[src/rtl/morra_pkg.sv]
// Shared codes and constants for the morra tournament scorekeeper.
package morra_pkg;
  typedef enum logic [1:0] {
    NESSUNO = 2'b00,
    G1      = 2'b01,
    G2      = 2'b10,
    PARI    = 2'b11
  } esito_t;

  typedef enum logic [1:0] {
    IDLE  = 2'b00,
    GIOCO = 2'b01,
    FINE  = 2'b10
  } stato_torneo_t;

  localparam int TARGET_MIN = 1;
endpackage

[src/rtl/morra_sat_cnt.sv]
// Saturating up-counter with synchronous clear; holds at all-ones instead of wrapping.
module morra_sat_cnt #(
  parameter int W = 4
) (
  input  logic         clk,
  input  logic         rst,
  input  logic         clr,
  input  logic         inc,
  output logic [W-1:0] cnt
);
  always_ff @(posedge clk) begin
    if (rst || clr)
      cnt <= '0;
    else if (inc && (cnt != '1))
      cnt <= cnt + W'(1);
  end
endmodule

[src/rtl/morra_torneo.sv]
// Tournament scorekeeper fed by the MorraCinese FSMD; 1-cycle registered outputs.
// Optional outcome history enabled by MORRA_STORICO_EN.
module morra_torneo
  import morra_pkg::*;
#(
  parameter int CNT_W = 4,
  parameter int MAN_W = 8
`ifdef MORRA_STORICO_EN
  , parameter int STORIA_DEPTH = 8
`endif
) (
  input  logic             clk,
  input  logic             rst,
  input  logic [1:0]       MANCHE,
  input  logic [1:0]       PARTITA,
  input  logic             NUOVO_TORNEO,
  input  logic [2:0]       OBIETTIVO,
  output logic [CNT_W-1:0] VITTORIE_G1,
  output logic [CNT_W-1:0] VITTORIE_G2,
  output logic [CNT_W-1:0] PAREGGI,
  output logic [MAN_W-1:0] MANCHE_TOT,
  output logic [1:0]       TORNEO,
  output logic             ATTIVO
`ifdef MORRA_STORICO_EN
  , output logic [2*STORIA_DEPTH-1:0] STORICO
`endif
);
  stato_torneo_t   stato;
  logic [2:0]      target;
  logic            prev_fine;
  logic            fine, conta;
  logic            inc_g1, inc_g2, inc_pa, inc_man;
  logic            hit_g1, hit_g2;
  logic [CNT_W-1:0] g1_next, g2_next;

  // A result held for several cycles is one partita; 00 in between re-arms detection.
  assign fine    = (PARTITA != NESSUNO) && !prev_fine;
  assign conta   = (stato == GIOCO) && fine && !NUOVO_TORNEO;
  assign inc_g1  = conta && (PARTITA == G1);
  assign inc_g2  = conta && (PARTITA == G2);
  assign inc_pa  = conta && (PARTITA == PARI);
  assign inc_man = (stato == GIOCO) && !NUOVO_TORNEO && (MANCHE != NESSUNO);

  assign g1_next = (VITTORIE_G1 == '1) ? VITTORIE_G1 : VITTORIE_G1 + CNT_W'(1);
  assign g2_next = (VITTORIE_G2 == '1) ? VITTORIE_G2 : VITTORIE_G2 + CNT_W'(1);
  assign hit_g1  = inc_g1 && (32'(g1_next) >= 32'(target));
  assign hit_g2  = inc_g2 && (32'(g2_next) >= 32'(target));

  morra_sat_cnt #(.W(CNT_W)) u_cnt_g1 (.clk(clk), .rst(rst), .clr(NUOVO_TORNEO), .inc(inc_g1),  .cnt(VITTORIE_G1));
  morra_sat_cnt #(.W(CNT_W)) u_cnt_g2 (.clk(clk), .rst(rst), .clr(NUOVO_TORNEO), .inc(inc_g2),  .cnt(VITTORIE_G2));
  morra_sat_cnt #(.W(CNT_W)) u_cnt_pa (.clk(clk), .rst(rst), .clr(NUOVO_TORNEO), .inc(inc_pa),  .cnt(PAREGGI));
  morra_sat_cnt #(.W(MAN_W)) u_cnt_mt (.clk(clk), .rst(rst), .clr(NUOVO_TORNEO), .inc(inc_man), .cnt(MANCHE_TOT));

  always_ff @(posedge clk) begin
    if (rst) begin
      stato     <= IDLE;
      TORNEO    <= NESSUNO;
      ATTIVO    <= 1'b0;
      target    <= 3'(TARGET_MIN);
      prev_fine <= 1'b0;
    end else begin
      prev_fine <= (PARTITA != NESSUNO);
      if (NUOVO_TORNEO) begin
        stato  <= GIOCO;
        ATTIVO <= 1'b1;
        TORNEO <= NESSUNO;
        target <= (OBIETTIVO == 3'd0) ? 3'(TARGET_MIN) : OBIETTIVO;
      end else if (hit_g1) begin
        stato  <= FINE;
        ATTIVO <= 1'b0;
        TORNEO <= G1;
      end else if (hit_g2) begin
        stato  <= FINE;
        ATTIVO <= 1'b0;
        TORNEO <= G2;
      end
    end
  end

`ifdef MORRA_STORICO_EN
  // Newest counted partita code enters at the bottom.
  always_ff @(posedge clk) begin
    if (rst || NUOVO_TORNEO)
      STORICO <= '0;
    else if (conta)
      STORICO <= {STORICO[2*STORIA_DEPTH-3:0], PARTITA};
  end
`endif
endmodule
[config.mk]
export PLATFORM = sky130hd
export DESIGN_NAME = morra_torneo
export DESIGN_NICKNAME = d
export VERILOG_FILES = /design/src/rtl/morra_pkg.sv /design/src/rtl/morra_sat_cnt.sv /design/src/rtl/morra_torneo.sv
export SDC_FILE = /design/constraint.sdc
export NUM_CORES = 1
export LEC_CHECK = 0
export ABC_AREA = 1
export CAP_MARGIN = 20
export CORE_ASPECT_RATIO = 1.75
export CORE_MARGIN = 10
export CORE_UTILIZATION = 29
export DETAILED_ROUTE_END_ITERATION = 16
export DONT_BUFFER_PORTS = 1
export GPL_TIMING_DRIVEN = 0
export MAX_ROUTING_LAYER = met4
export PLACE_DENSITY_LB_ADDON = 0.1
export SLEW_MARGIN = 20
export SYNTH_ARGS = -nofsm -noshare
export SYNTH_HDL_FRONTEND = slang
export SYNTH_HIERARCHICAL = 1
export SYNTH_SLANG_ARGS = --single-unit
[constraint.sdc]
create_clock -name clk -period 2.1 [get_ports clk]
set_input_delay 0.63 -clock clk [delete_from_list [all_inputs] [get_ports clk]]
set_output_delay 0.63 -clock clk [all_outputs]
set_load 0.01 [all_outputs]
Word level (Yosys, flattened, before mapping)
Cells that the tools add are included.

word-level totals
  output and inout bits = 23
  bits of input ports = 10
  logic and storage cells = 62
  register bits = 29

operators by class
  multiplexer cells = 11
  equality and inequality tests = 10
  order comparisons = 2
  add/subtract/negate cells = 4
  reduce and logical (&&, ||, !) cells = 24

operators with widths
  cell                                                              count
  1-bit logical AND                                                 14
  4-bit by 1-bit adder with 4-bit output (second input constant)    3
  4-bit inequality test (second input constant)                     3
  8-bit by 1-bit adder with 8-bit output (second input constant)    1
  4-bit == test (second input constant)                             2
  4-bit by 3-bit >= comparator with 1-bit output                    2
  4-bit 2-to-1 mux                                                  2
  8-bit inequality test (second input constant)                     1
  1-bit 2-to-1 mux                                                  6
  2-bit nonzero test                                                3
  2-bit by 1-bit == test with 1-bit output (second input constant)  2
  2-bit == test (second input constant)                             2
  2-bit 2-to-1 mux                                                  2
  3-bit logical NOT                                                 1
  3-bit 2-to-1 mux                                                  1
  3-bit nonzero test                                                1
  3-bit OR reduction                                                1
  1-bit logical NOT                                                 2
  2-bit OR reduction                                                1
  1-bit logical OR                                                  1

Depth between registers and ports, before layout
  depth in word-level cells = 9
  gate-level depth with buffers = 16
  gate-level depth less buffers = 16

Hierarchy
The synthesis kept the hierarchy.

by module, submodules not included
  module                         seq. area each (µm²)  cells an instance  area each (µm²)  instances
  morra_sat_cnt at u_cnt_g1 ...  80.1                  31                 219.0            3
  morra_torneo                   160.2                 92                 649.4            1
  morra_sat_cnt at u_cnt_mt      160.2                 67                 447.9            1

Worst setup path before layout
OpenSTA, ideal clock, no wires.

  path type = flip-flop to flip-flop
  start = register u_cnt_g1.cnt[0]
  end = register stato[1]
  setup slack = -0.036 ns
  stages on the path, launching flop included = 15
  data arrival time = 2.023 ns
  required time = 1.987 ns
  setup time = 0.113 ns
  path buffers = 0
  period minus slack after synthesis = 2.136 ns
  cells stage by stage = dfxtp_1 ha_1 nand2_1 inv_1 nand2_1 mux2_1 ha_1 nand2_1 nand2_1 nand2_1 nand3_1 nand2_4 nand2_1 o21ai_1 inv_1

between the ends
  word-level cells in the longest chain between the ends = 5
  elaborated cells between the ends (all ways) = 7
  those cells by class = add/sub: 1; order compare: 1; eq/ne: 1; mux: 2; reduce/logical: 2

RTL lines
  what                                                                     line                 RTL
  start: declaration                                                       morra_sat_cnt.sv:9   output logic [W-1:0] cnt
  start signal: assignment                                                 morra_sat_cnt.sv:15  cnt <= cnt + W'(1);
  4-bit by 1-bit adder with 4-bit output or 4-bit == test (tied branches)  morra_torneo.sv:44   assign g1_next = (VITTORIE_G1 == '1) ? VITTORIE_G1 : VITTORIE_G1 + CNT_W'(1);
  4-bit 2-to-1 mux (*)                                                     morra_torneo.sv:44
  4-bit by 3-bit >= comparator with 1-bit output (*)                       morra_torneo.sv:46   assign hit_g1 = inc_g1 && (32'(g1_next) >= 32'(target));
  1-bit logical AND (*)                                                    morra_torneo.sv:46
  2-bit 2-to-1 mux or 2-bit nonzero test (tied branches)                   -
  end signal: assignment                                                   morra_torneo.sv:56   stato <= IDLE;
  end signal: assignment                                                   morra_torneo.sv:69   stato <= FINE;
  end signal: assignment                                                   morra_torneo.sv:73   stato <= FINE;
  end: declaration                                                         morra_torneo.sv:28   stato_torneo_t stato;

Every way passes the cells marked *; elsewhere a longest branch is shown, timed or not.
A chain may end at the register's enable or synchronous reset.

Worst setup path in the final report
Ends and elaborated chain as after synthesis.

==> metrics.md <==
| Metric | Value |
|---|---|
| Outcome | complete, no violations |
| Hold Crit Depth | 1 |
| Critical Path RT | about 2300 ps |
| Initial antenna violation count | 0 |
| Clock sink total | 28 |
| Cell Area, Synth | approximately 0.0018 mm2 |
| Crit path max fanout | 8 |
| Hold buffers post-CTS | 0 |
| Clk root buf | clkbuf_8 |
| Syn. warnings | 6 |
| Ant diodes | 0 |
| Worst setup path start | u_cnt_g1/cnt[0] |
| Clk_skew | 1.52 ps |
| Worst path arrival time | 2170 ps |
| Largest cells by area after synthesis | dfxtp_1 (32%), nand2_1 (12%), nor2_1 (11%) |
| Final-report hold violation count | 0 |
| Clock slew at reported path FFs | ~100 ps |
| Largest net degree at the start of global routing | 16 |
| Endpoint class of the critical path | flop |
| Die height | approximately 120 um |
| IR drop worst, VDD | 173 uV |
| Drt drc | 0 |
| TritonCTS clock tree | done |
| Rel. slew slack | ~75% |
| NumNets Final | between 200 and 300 |
| Hold/Removal Path Class | primary input to flop |
| Maximum clock insertion buffer count | 2 |
| Post-Synthesis Cells | 252 |
| WL final | around 4.3 mm |
| HPWL after detailed placement | between 3 and 4 mm |
| Max Transition Viols Final | 0 |
| Biggest area consumer among synthesized cells | dfxtp_1 |
| GP Congestion | approximately 0.75 |
| H-tree levels | 1 |
| Row cnt | 37 |
| Leakage | just over 0.9 nW |
| CTS Buf Count | 3 |
| Dpl cell area | between 0.0015 and 0.002 mm2 |
| IO Pins | 33 |
| Worst r2r src | u_cnt_g1/cnt[0] |
| Setup CP Type | flop to flop |
| CP Launch Type | flop |
| GRT overflow | 0 |
| # fillers | ~670 |
| Endpoints failing setup | 0 |
| Area fraction of the dominant cell type after synthesis | approximately a third |
| Worst Hold Launch | rst |
| DRT iter0 DRCs | 65 |
| Worst slew pin tran | 368 ps |
| Worst r2r path cells | 14 |
| Drt wl/cell | around 13 um |
| Vias in the first global route | around 1500 |
| Post-route ant nets | 0 |
| Die ar. | about 0.0097 mm2 |
| Die width | about 80 um |
| RSZ-0062 raised after global routing | true |
| DR vias | 1528 |
| Syn_area_per_cell | between 6 and 7 um2 |
| Post-synthesis cell type count | 28 |
| Placed cell count | 330 |
| Worst reg-to-reg setup slack | around 110 ps |
| MaxCap Viol Count | 0 |
| Initial cell density of the core | 29.8% |
| Sequential area share after synthesis | 32.0% |
| Share of cells above drive strength 1 | between 20% and 30% |
| I/O Buffers | 0 |
| Global-route wire length before repair | roughly 7.4 mm |
| Mapped Nets | about 270 |
| Pwr/cell area | about 470 mW/mm2 |
| Final worst path period share | a little over nine tenths |
| Tmin final | 1990 ps |
| Non-Filler Instances | 336 |
| Post-route design area | between 0.002 and 0.0025 mm2 |
| FF-to-FF End | stato[1] |
| Peak Freq | 0.504 GHz |
| Post-Route Setup TNS | 0 ps |
| Worst-skew pair later-pin latency | around 280 ps |
| #FFs+latches synth | 28 |
| Worst Setup EP | stato[1] |
| Tot Pwr | about 0.97 mW |
| Final hold slack | ~400 ps |
| Global Route Usage Sum | 9.66% |
| Layout area overhead | 17.2% |
| Drt first pass iters | 4 |
| Core Region | 0.00588 mm2 |
| Vias per inst | between 4 and 5 |
## placed cells by master (no fill, tap or decap), drive strengths merged
cell	count
inv	30
o311ai	1
nand2	67
nor2	59
o21a	1
nand3b	1
buf	3
nor3b	1
o21ai	13
nand3	14
nor3	2
nand4	3
a21boi	1
clkinv	1
a21oi	12
mux2	2
a31oi	1
ha	12
xor2	2
clkbuf	4
dfxtp	28
## Yosys cell counts, drive strengths merged
cell / number
xor2: 2
ha: 12
nand3b: 1
nor3b: 1
nor2: 59
a31oi: 1
o21a: 1
buf: 1
nand3: 14
inv: 30
o311ai: 1
mux2: 2
a21oi: 12
nor3: 2
dfxtp: 28
nand2: 67
o21ai: 13
nand4: 3
a21boi: 1
clkinv: 1
## stage by stage
stage | utilization [%] | setup slack [ps]
after floorplan | - | 6.70
after global placement | 31.5 | -235
after detailed placement | 31.5 | -239
after CTS | 33.6 | 6.69
after global routing | 35.0 | -56.1
final | 35.0 | 115
## how the worst min path moves through the flow
stage	endpoint	slack [ps]
global placement	stato[1]	460
CTS	ATTIVO	390
global route	ATTIVO	380
floorplan	stato[1]	450
finish	ATTIVO	400
detailed placement	stato[1]	470
## sequential cells by signal, summed over array words and instances, names as in the netlist
signal,cells
target,3
u_cnt_mt/cnt,8
ATTIVO,1
prev_fine,1
u_cnt_g1/cnt,4
stato,1
u_cnt_g2/cnt,4
TORNEO,2
u_cnt_pa/cnt,4
## metal layers
metal | vias up | part of all wire (%) | GRT usage, %
li1 | 816 | - | -
met3 | 4 | 5.1 | 2.42
met2 | 17 | 56 | 17.4
met5 | - | 0 | -
met4 | 0 | 1.2 | 3.72
met1 | 691 | 37 | 9.74
## report_power, final
| part | internal (mW) | switching, mW | total, mW |
|---|---|---|---|
| sequential | 0.535 | 0.00889 | 0.543 |
| combinational | 0.0347 | 0.0430 | 0.0778 |
| clock | 0.168 | 0.180 | 0.348 |
| total | 0.737 | 0.232 | 0.969 |
## layout make-up
class,instances,area (um2),share of cell area [%]
multi-input cells,192,1170,57.1
flip-flops and latches,28,578,28.1
inverters,31,121,5.90
well taps,78,97.6,4.75
clock buffers,4,55.1,2.68
repair buffers,2,18.8,0.913
plain buffers,1,11.3,0.548
## worst max-delay path, cell delays in order, from the launching register on
cell	delay, ps
dfxtp_4	440
ha_4	160
nand2_4	60
inv_4	70
nand2_4	50
mux2_4	320
ha_4	210
nand2_1	50
nand2_1	50
nand2_1	70
nand3_2	90
nand2_4	90
nand2_2	60
o21ai_2	120
inv_1	40
## cells by family (layout without fill, tap and decap cells)
kind of cell               Yosys count  after routing  share of synthesized area, %
DFF                                 28             28                          32.0
muxes                                2              2                          1.28
xor gates and xnor gates             2              2                         0.999
buffers and inverters               32             38                          7.28
adders and majority gates           12             12                          8.56
and+or+nand+nor                    147            147                          40.9
AOI/OAI and AO/OA                   29             29                          9.06
## repair_timing
item,in CTS,in global routing
hold endpoints to repair,0,0
setup endpoints to repair,4,4
gates resized for setup,17,17
buffers inserted,1,1
pin swaps,1,6
Note: power is estimated with default switching activity, not from simulation.
